===== config.mk =====
export PLATFORM = sky130hd
export DESIGN_NAME = usart_rx_deframer
export DESIGN_NICKNAME = d
export VERILOG_FILES = /design/src/rtl/usart_rx_deframer.sv
export SDC_FILE = /design/constraint.sdc
export NUM_CORES = 1
export LEC_CHECK = 0
export ABC_CLOCK_PERIOD_IN_PS = 4500
export CAP_MARGIN = 15
export CORE_MARGIN = 4
export CORE_UTILIZATION = 30
export DETAILED_ROUTE_END_ITERATION = 10
export SYNTH_ARGS = -nofsm -noshare
export SYNTH_HDL_FRONTEND = slang
export SYNTH_SLANG_ARGS = --single-unit

===== constraint.sdc =====
create_clock -name clk -period 4.5 [get_ports clk]
set_input_delay 0.675 -clock clk [delete_from_list [all_inputs] [get_ports clk]]
set_output_delay 0.675 -clock clk [all_outputs]
set_load 0.02 [all_outputs]

===== src/rtl/usart_rx_deframer.sv =====
// UART receive deframer: oversampled 8E1 characters assembled into
// MSG_LENGTH-bit packets presented on a valid/ready handshake.
module usart_rx_deframer #(
  parameter int MSG_LENGTH   = 48,
  parameter int BAUD_DIV     = 434,
  parameter int TIMEOUT_BITS = 20
) (
  input  logic                  clk,
  input  logic                  rsnt,
  input  logic                  rx,
  output logic [MSG_LENGTH-1:0] data,
  output logic                  valid,
  input  logic                  ready,
  output logic                  parity_error,
  output logic                  frame_error,
  output logic                  overrun
);

  localparam int NCH  = MSG_LENGTH / 8;
  localparam int CW   = $clog2(BAUD_DIV);
  localparam int NW   = $clog2(NCH + 1);
  localparam int TLIM = TIMEOUT_BITS * BAUD_DIV;
  localparam int TW   = $clog2(TLIM + 1);

  typedef enum logic [2:0] {
    IDLE, START, DATA, PARITY, STOP, WAIT_IDLE
  } state_t;

  state_t                state_q, state_d;
  logic                  rx_m_q, rx_s_q;
  logic [CW-1:0]         cnt_q, cnt_d;
  logic [3:0]            bits_q, bits_d;
  logic [7:0]            chr_q, chr_d;
  logic [MSG_LENGTH-1:0] pkt_q, pkt_d;
  logic [NW-1:0]         nch_q, nch_d;
  logic                  acc_q, acc_d;
  logic [TW-1:0]         tmr_q, tmr_d;
  logic [MSG_LENGTH-1:0] data_q, data_d;
  logic                  valid_q, valid_d;
  logic                  perr_q, perr_d;
  logic                  fe_q, fe_d;
  logic                  ovr_q, ovr_d;
  logic                  tick;
  logic                  done;

  always_ff @(posedge clk or negedge rsnt) begin
    if (!rsnt) begin
      rx_m_q  <= 1'b1;
      rx_s_q  <= 1'b1;
      state_q <= IDLE;
      cnt_q   <= '0;
      bits_q  <= '0;
      chr_q   <= '0;
      pkt_q   <= '0;
      nch_q   <= '0;
      acc_q   <= 1'b0;
      tmr_q   <= '0;
      data_q  <= '0;
      valid_q <= 1'b0;
      perr_q  <= 1'b0;
      fe_q    <= 1'b0;
      ovr_q   <= 1'b0;
    end else begin
      rx_m_q  <= rx;
      rx_s_q  <= rx_m_q;
      state_q <= state_d;
      cnt_q   <= cnt_d;
      bits_q  <= bits_d;
      chr_q   <= chr_d;
      pkt_q   <= pkt_d;
      nch_q   <= nch_d;
      acc_q   <= acc_d;
      tmr_q   <= tmr_d;
      data_q  <= data_d;
      valid_q <= valid_d;
      perr_q  <= perr_d;
      fe_q    <= fe_d;
      ovr_q   <= ovr_d;
    end
  end

  always_comb begin
    state_d = state_q;
    cnt_d   = cnt_q;
    bits_d  = bits_q;
    chr_d   = chr_q;
    pkt_d   = pkt_q;
    nch_d   = nch_q;
    acc_d   = acc_q;
    tmr_d   = tmr_q;
    data_d  = data_q;
    valid_d = valid_q;
    perr_d  = perr_q;
    fe_d    = 1'b0;
    ovr_d   = 1'b0;
    done    = 1'b0;
    tick    = (cnt_q == '0);

    if (valid_q && ready) valid_d = 1'b0;

    unique case (state_q)
      IDLE: begin
        if (!rx_s_q) begin
          state_d = START;
          cnt_d   = CW'(BAUD_DIV / 2 - 1);
          tmr_d   = '0;
        end else if (nch_q != '0) begin
          // inter-character gap too long: silently drop partial packet
          if (tmr_q == TW'(TLIM - 1)) begin
            tmr_d = '0;
            nch_d = '0;
            acc_d = 1'b0;
          end else begin
            tmr_d = tmr_q + TW'(1);
          end
        end
      end
      START: begin
        if (!tick) begin
          cnt_d = cnt_q - CW'(1);
        end else if (rx_s_q) begin
          state_d = IDLE;
        end else begin
          state_d = DATA;
          cnt_d   = CW'(BAUD_DIV - 1);
          bits_d  = 4'd8;
        end
      end
      DATA: begin
        if (!tick) begin
          cnt_d = cnt_q - CW'(1);
        end else begin
          chr_d  = {rx_s_q, chr_q[7:1]};
          cnt_d  = CW'(BAUD_DIV - 1);
          bits_d = bits_q - 4'd1;
          if (bits_q == 4'd1) state_d = PARITY;
        end
      end
      PARITY: begin
        if (!tick) begin
          cnt_d = cnt_q - CW'(1);
        end else begin
          acc_d   = acc_q | (^chr_q ^ rx_s_q);
          cnt_d   = CW'(BAUD_DIV - 1);
          state_d = STOP;
        end
      end
      STOP: begin
        if (!tick) begin
          cnt_d = cnt_q - CW'(1);
        end else if (rx_s_q) begin
          pkt_d   = (pkt_q << 8) | MSG_LENGTH'(chr_q);
          nch_d   = nch_q + NW'(1);
          done    = (nch_q == NW'(NCH - 1));
          state_d = IDLE;
        end else begin
          fe_d    = 1'b1;
          nch_d   = '0;
          acc_d   = 1'b0;
          state_d = WAIT_IDLE;
        end
      end
      WAIT_IDLE: begin
        if (rx_s_q) state_d = IDLE;
      end
      default: state_d = IDLE;
    endcase

    // a pending packet, even one being acked this cycle, forces a drop
    if (done) begin
      if (valid_q) begin
        ovr_d = 1'b1;
      end else begin
        data_d  = pkt_d;
        perr_d  = acc_d;
        valid_d = 1'b1;
      end
      nch_d = '0;
      acc_d = 1'b0;
    end
  end

  assign data         = data_q;
  assign valid        = valid_q;
  assign parity_error = perr_q;
  assign frame_error  = fe_q;
  assign overrun      = ovr_q;

endmodule

## Yosys cells after proc, flatten, opt, wreduce, memory -nomap -nowiden

Cells that the tools add are included.

| storage, ports and cells | value |
|---|---|
| register bits | 144 |
| bits of input ports | 4 |
| output and inout port bits | 52 |
| logic and storage cells | 114 |

| operators by class | value |
|---|---|
| add/subtract/negate cells | 4 |
| eq/ne operators | 23 |
| muxes and demuxes | 52 |
| bitwise operators | 4 |
| reduce and logical (&&, ||, !) cells | 16 |

Operators by type and width:

| kind | number |
|---|---|
| 48-bit two-way mux | 3 |
| 48-bit by 8-bit OR with 48-bit output | 1 |
| 9-bit two-way mux | 5 |
| 14-bit two-way mux | 3 |
| 3-bit two-way mux | 14 |
| 9-bit case mux with 4 select lines | 1 |
| 1-bit two-way mux | 18 |
| 2-bit != test, second input constant | 9 |
| 3-bit case mux with 6 select lines | 1 |
| 3-bit != test, second input constant | 5 |
| 14-bit by 1-bit adder with 14-bit output, second input constant | 1 |
| 14-bit == test, second input constant | 1 |
| 4-bit two-way mux | 3 |
| 3-bit == test, second input constant | 3 |
| 9-bit logical NOT | 1 |
| 9-bit by 1-bit subtractor with 9-bit output, second input constant | 1 |
| 4-bit case mux with 2 select lines | 1 |
| 4-bit AND reduction | 2 |
| 8-bit parity | 1 |
| 7-bit AND reduction | 1 |
| 3-bit by 2-bit == test with 1-bit output, second input constant | 2 |
| 3-bit case mux with 2 select lines | 1 |
| 2-bit AND reduction | 3 |
| 3-bit nonzero test | 2 |
| other kinds (16) | 16 |

## Depth between registers and ports, before layout

Gate-level depths: netlist of the first run.

| depth | value |
|---|---|
| word-level depth | 6 |
| mapped depth | 9 |

## Worst setup path after synthesis of the first run

OpenSTA, ideal clock, no wires.

| timing | value |
|---|---|
| kind | reg2reg |
| from | register cnt_q[0] |
| to | register data_q[27], in the netlist data[27] |
| arrival | 2148 ps |
| slack | 2227 ps |
| stages on the path, launching flop included | 10 |
| buffers on the path | 2 |
| path through | dfrtp_1 -> inv_1 -> ha_1 -> nor4b_4 -> and2_1 -> nand2_1 -> buf_6 -> buf_6 -> mux2_4 -> mux2_2 |

RTL lines:

| what | RTL line | source |
|---|---|---|
| from (decl) | 31 | `logic [CW-1:0] cnt_q, cnt_d;` |
| from (signal assigned) | 67 | `cnt_q <= cnt_d;` |
| 9-bit logical NOT | 97 | `tick = (cnt_q == '0);` |
| 48-bit two-way mux | 149 | `if (!tick) begin` |
| 48-bit two-way mux | 101 | `unique case (state_q)` |
| net pkt_d[27] | 34 | `logic [MSG_LENGTH-1:0] pkt_q, pkt_d;` |
| to (signal assigned) | 74 | `data_q <= data_d;` |
| to (decl) | 38 | `logic [MSG_LENGTH-1:0] data_q, data_d;` |

The timed path passes the listed nets, and every way through them passes these cells.
A chain may end at the register's enable or synchronous reset.

## Worst setup path in the final report of the first run

Same ends and word-level chain as after synthesis.

==> metrics.txt, run 1 <==
CTS tree=done; Leak Pwr=roughly 3.7 nW; Worst path depth=8; Tot Pwr=approximately 2.7 mW; Post-CTS Setup Bufs=0; WL final=12600 um; DRT iter0 DRCs=around 280; f_max=roughly 0.35 GHz; clk_lat worst skew=roughly 0.4 ns; Multi-input gate area=2570 um^2; Fin. Hold Viols=0; met1 global-route usage=around 14%; maximum fanout along the worst path=48; fillers=a little over 2000; Hold WC Path Type=input port to async pin; largest net degree at the start of global routing=between 80 and 90; slew margin rel.=around 48%; Yosys reg bits=144; actual slew at the worst max-slew pin=between 0.7 and 0.8 ns; Die ar.=~24000 um^2; root buffer cell=clkbuf_16; Post-route DRC=0; met2 Use GR=about 17%; Avg WL per Cell=15.0 um; worst vdd ir=about 250 uV; Routability Congestion=0.812; Startpoint Class=flip-flop; Required @ worst endpoint=~4.8 ns; Synth Net Count=around 500; met3 usage=2.98%; non-filler cells, final=roughly 840; Post-Syn Instances=490; share of post-route cells with drive strength above 1=a little over a quarter; Critical Path AT=3.16 ns; dpl cells=806; Finish-stage setup viols=0; # clock sinks=about 140; DR vias=about 4000; htree depth=4; CP peak stage delay=0.43 ns; post-CTS sizing=0; R2R setup slack=between 1.5 and 2 ns; number of diodes=0; starting density of the core=30.4%; CTS max path bufs=2; Slowest-stage cell, CP=nor4b_4; I/O pin total=56; GRT Total Usage=a little over a tenth; CP endpoint kind=flip-flop; initial antenna violation count=0; most used routing layer=met2; TritonRoute pass-1 iters=4; TritonCTS Buffers=17; top_reg_cell synth=dfrtp_1; Async S/R FF share, synth=100%; area grow syn2layout=22.0%; Reg clk slew, reported paths=0.06 ns; status=finished, final reports clean; RSZ-0062 raised after global routing=false; R2R cell count=8; crit-path leading delay family=simple AND/OR/NAND/NOR gates; Yosys cell types=50; # rows=53; DIE HEIGHT=154 um; Post-synth EDFFs=0; final net count=between 500 and 600; average size of a mapped cell=roughly 13 um^2; dpl hpwl=~8400 um; Max-Cap Viols=0; sequential area share after synthesis=a little under three fifths; critical path, cell by cell=inv_1 -> ha_1 -> nor4b_4 -> and2_1 -> nand2_2 -> buf_4 -> mux2_4 -> mux2_2; worst path bufs/invs=2; vias in the first global route=around 4000; CTS Hold Bufs=0; Final min period=approximately 2.9 ns; routed vias/inst=4.74; worst clock skew=0.0114 ns; first-pass GRT wire length=21000 um; most frequent cells in the layout=dfrtp_1, mux2_2, clkdlybuf4s50_1; GR Overflow Total=0; area of the mapped netlist=roughly 6400 um^2; Core ar.=about 21000 um^2; TNS Setup=0 ns; die span in x=154 um; Routed Antenna Nets=0; Final Max Tran Viols=0; IO Port Bufs=55; period utilization=a little under two thirds; yosys warns=0; power density cells=~350 nW/um^2; worst setup path class=flip-flop to flip-flop; most common cell after layout, fill and taps aside=dfrtp_1; register area=approximately 3600 um^2
## metrics by stage
| stage | utilization, % | setup slack [ns] | area (um^2) | hold WS [ns] |
|---|---|---|---|---|
| floorplan | - | 2.23 | 6360 | 0.345 |
| global placement | 34.2 | 1.73 | 7160 | 0.347 |
| detailed placement | 34.2 | 1.66 | 7160 | 0.348 |
| CTS | 37.0 | 1.64 | 7760 | 0.332 |
| global route | 37.0 | 1.46 | 7760 | 0.362 |
| finish | 37.0 | 1.64 | 7760 | 0.295 |
## worst reg2reg max path, cell delays in order (launching register included)
cell	delay (ns)
dfrtp_1	0.42
inv_1	0.14
ha_1	0.21
nor4b_4	0.43
and2_1	0.43
nand2_2	0.07
buf_4	0.35
mux2_4	0.44
mux2_2	0.27
## layout make-up
cell class / count / area share (%)
tap: 275 / 4.43
inverter: 11 / 0.532
timing repair buffer: 61 / 7.69
clock inverter: 12 / 1.89
sequential: 144 / 46.5
multi-input combinational: 315 / 33.1
clock buffer: 20 / 5.88
## synthesized netlist by cell type, types with 2 or more instances
library cell  count  share of area, %
a21o_1            4              0.47
a21oi_1           8              0.63
a221oi_1          2              0.28
a22o_1            2              0.28
a31oi_1           4              0.39
a32o_1            2              0.31
and2_1            3              0.30
and3_1            3              0.30
buf_2             4              0.31
buf_6             9               1.6
clkbuf_1          6              0.35
dfrtp_1         142                56
dfstp_2           2              0.83
ha_1              8               1.6
inv_1            11              0.65
mux2_1            6               1.1
mux2_2           76                13
mux2_4           24               5.7
mux2i_1           5              0.79
nand2_1          35               2.1
nand2b_1          5              0.49
nand3_1          12              0.94
nand3b_1          3              0.35
nand4_1           2              0.20
nor2_1           16              0.94
nor2b_1           8              0.79
nor3_1            9              0.71
nor3b_1           3              0.35
nor4_1            3              0.30
o21ai_0          39               3.1
o22ai_1           2              0.20
o31ai_1           3              0.35
or2_2             2              0.20
or3_1             4              0.39
xnor2_1           7              0.96
xor2_1            2              0.28
## sequential cells by signal, summed over array words and instances, names as in the netlist
name	count
tmr_q	14
overrun	1
chr_q	8
acc_q	1
valid	1
frame_error	1
data	48
pkt_q	48
rx_m_q	1
rx_s_q	1
cnt_q	9
parity_error	1
bits_q	4
state_q	3
nch_q	3
## path summary, 6_finish.rpt
check	from	endpoint
worst min-delay path	rsnt	tmr_q[10]
worst max register to register	cnt_q[0]	data[27]
max in group asynchronous	rsnt	pkt_q[21]
worst min register to register	rx_m_q	rx_s_q
worst max-delay path	cnt_q[0]	data[27]
min in group clk	rx_m_q	rx_s_q
## metal layers
| metal | part of all wire [%] | vias to the layer above |
|---|---|---|
| li1 | - | 1878 |
| met1 | 48 | 2007 |
| met2 | 47 | 78 |
| met3 | 3.5 | 10 |
| met4 | 1.4 | 0 |
| met5 | 0 | - |
## power by group
part           switching, mW  leakage [nW]  internal [mW]
Sequential           0.00231          1.99           1.30
Combinational         0.0283          1.40        0.00599
Clock                  0.553         0.292          0.860
## cells by family after synthesis
| group | Yosys count | synth area share [%] |
|---|---|---|
| AOI/OAI and AO/OA | 73 | 7.14 |
| adders and majority gates | 8 | 1.57 |
| muxes | 111 | 21.0 |
| buffers and inverters | 31 | 2.97 |
| and+or+nand+nor | 114 | 9.44 |
| DFF | 144 | 56.7 |
| xor gates and xnor gates | 9 | 1.24 |
Power figures use the tool's default switching activity.
==> run 2: changes to the inputs <==
--- a/config.mk
+++ b/config.mk
@@ -5,7 +5,7 @@
 export SDC_FILE = /design/constraint.sdc
 export NUM_CORES = 1
 export LEC_CHECK = 0
-export ABC_CLOCK_PERIOD_IN_PS = 4500
+export ABC_CLOCK_PERIOD_IN_PS = 2760
 export CAP_MARGIN = 15
 export CORE_MARGIN = 4
 export CORE_UTILIZATION = 30
==> constraint.sdc (replaced) <==
create_clock -name clk -period 2.76 [get_ports clk]
set_input_delay 0.414 -clock clk [delete_from_list [all_inputs] [get_ports clk]]
set_output_delay 0.414 -clock clk [all_outputs]
set_load 0.02 [all_outputs]
==> metrics.txt, run 2 (synthesized netlist as in run 1, its figures left out) <==
status=finished, final reports clean; Post-CTS Setup Bufs=0; vias in the first global route=4199; Core ar.=about 21000 um^2; Reg clk slew, reported paths=~0.060 ns; initial antenna violation count=0; worst setup path class=flip-flop to flip-flop; GRT Total Usage=a little under an eighth; Tot Pwr=4.48 mW; DRT iter0 DRCs=around 290; Net Sw Frac=19.8%; Switch Pwr=887 uW; Max-Cap Viols=0; Avg WL per Cell=about 16 um; R2R cell count=7; CP peak stage delay=roughly 0.48 ns; Post-route DRC=0; area grow syn2layout=23.2%; slew margin rel.=~52%; crit-path leading delay family=simple AND/OR/NAND/NOR gates; routed vias/inst=roughly 4.8; Finish-stage setup viols=0; die span in x=approximately 150 um; Routability Congestion=0.786; CTS max path bufs=2; GR Overflow Total=0; RSZ-0062 raised after global routing=false; number of diodes=0; R2R Path End=data[26]; WL final=13100 um; post-CTS sizing=0; R2R setup slack=a little under 0.3 ns; DIE HEIGHT=around 150 um; Clock Power Share=between 50 and 60%; Startpoint Class=flip-flop; TritonCTS Buffers=17; clk_lat worst skew=0.41 ns; share of post-route cells with drive strength above 1=26.5%; period utilization=between 80% and 90%; Final Max Tran Viols=0; maximum fanout along the worst path=50; TNS Setup=0 ns; dpl hpwl=8960 um; CTS Hold Bufs=0; Leak Pwr=between 3 and 4 nW; largest net degree at the start of global routing=between 70 and 80; IO Port Bufs=between 50 and 60; power density cells=572 nW/um^2; worst path bufs/invs=2; Critical Path AT=2.76 ns; I/O pin total=56; Worst path depth=7; internal power=roughly 3.6 mW; Routed Antenna Nets=0; f_max=between 0.4 and 0.5 GHz; worst r2r src=cnt_q[0]; CTS tree=done; worst clock skew=approximately 0.012 ns; Required @ worst endpoint=roughly 3 ns; final net count=567; # clock sinks=144; critical path, cell by cell=inv_1 -> ha_1 -> nor4b_4 -> nand4_1 -> or3_2 -> buf_12 -> mux2_1; TritonRoute pass-1 iters=4; root buffer cell=clkbuf_16; first-pass GRT wire length=approximately 22000 um; Hold WC Path Type=input port to async pin; post-layout util=37.4%; DR vias=roughly 4000; CP endpoint kind=flip-flop; Fin. Hold Viols=0; most frequent cells in the layout=dfrtp_1, mux2_2, clkdlybuf4s50_1; htree depth=4; Die ar.=~24000 um^2; worst setup margin=~0.29 ns; worst vdd ir=417 uV; Slowest-stage cell, CP=or3_2; Final min period=between 2 and 2.5 ns; starting density of the core=between 30% and 40%; Seq pwr share=a little under half; most common cell after layout, fill and taps aside=dfrtp_1; # rows=53; actual slew at the worst max-slew pin=0.705 ns; combinational share of power=~1.4%; Setup WS pre-CTS=between 0.3 and 0.4 ns
run 2: metrics by stage:
step / cells / hold slack, ns / cell area [um^2]
finish: 841 / 0.0245 / 7840
global route: 841 / 0.0799 / 7840
CTS: 841 / 0.0496 / 7840
detailed placement: 811 / 0.347 / 7250
global placement: 811 / 0.353 / 7250
floorplan: 490 / 0.118 / 6360
run 2: area by class of cell:
class	count	area (um^2)
timing repair buffer	66	684
inverter	11	41.3
clock buffer	22	464
multi-input combinational	315	2570
fill	2029	13100
sequential	144	3610
tap	275	344
clock inverter	8	130
run 2: power by group through the flow:
stage	registers [mW]	logic (mW)	clock network [mW]
4_1_cts	2.12	0.0677	2.35
5_1_grt	2.12	0.0749	2.43
2_1_floorplan	2.15	0.00955	0
6_report	2.12	0.0639	2.30
3_3_place_gp	2.15	0.0654	0
3_5_place_dp	2.15	0.0673	0
run 2: worst max-delay path by stage:
stage,from,endpoint,slack (ns)
6_report,cnt_q[0],data[26],0.29
4_1_cts,cnt_q[0],data[26],0.32
2_1_floorplan,cnt_q[0],data[44],0.49
3_5_place_dp,cnt_q[0],data[26],0.34
3_3_place_gp,cnt_q[0],data[24],0.45
5_1_grt,state_q[2],cnt_q[8],0.10
run 2: per-layer routing:
layer  up-vias  track usage, %  routed length (um)
met5         -               0                   0
met1      2032            15.2                6250
met2        80            18.3                6240
met3        18            2.96                 416
met4         0            4.21                 216
li1       1879               -                   -
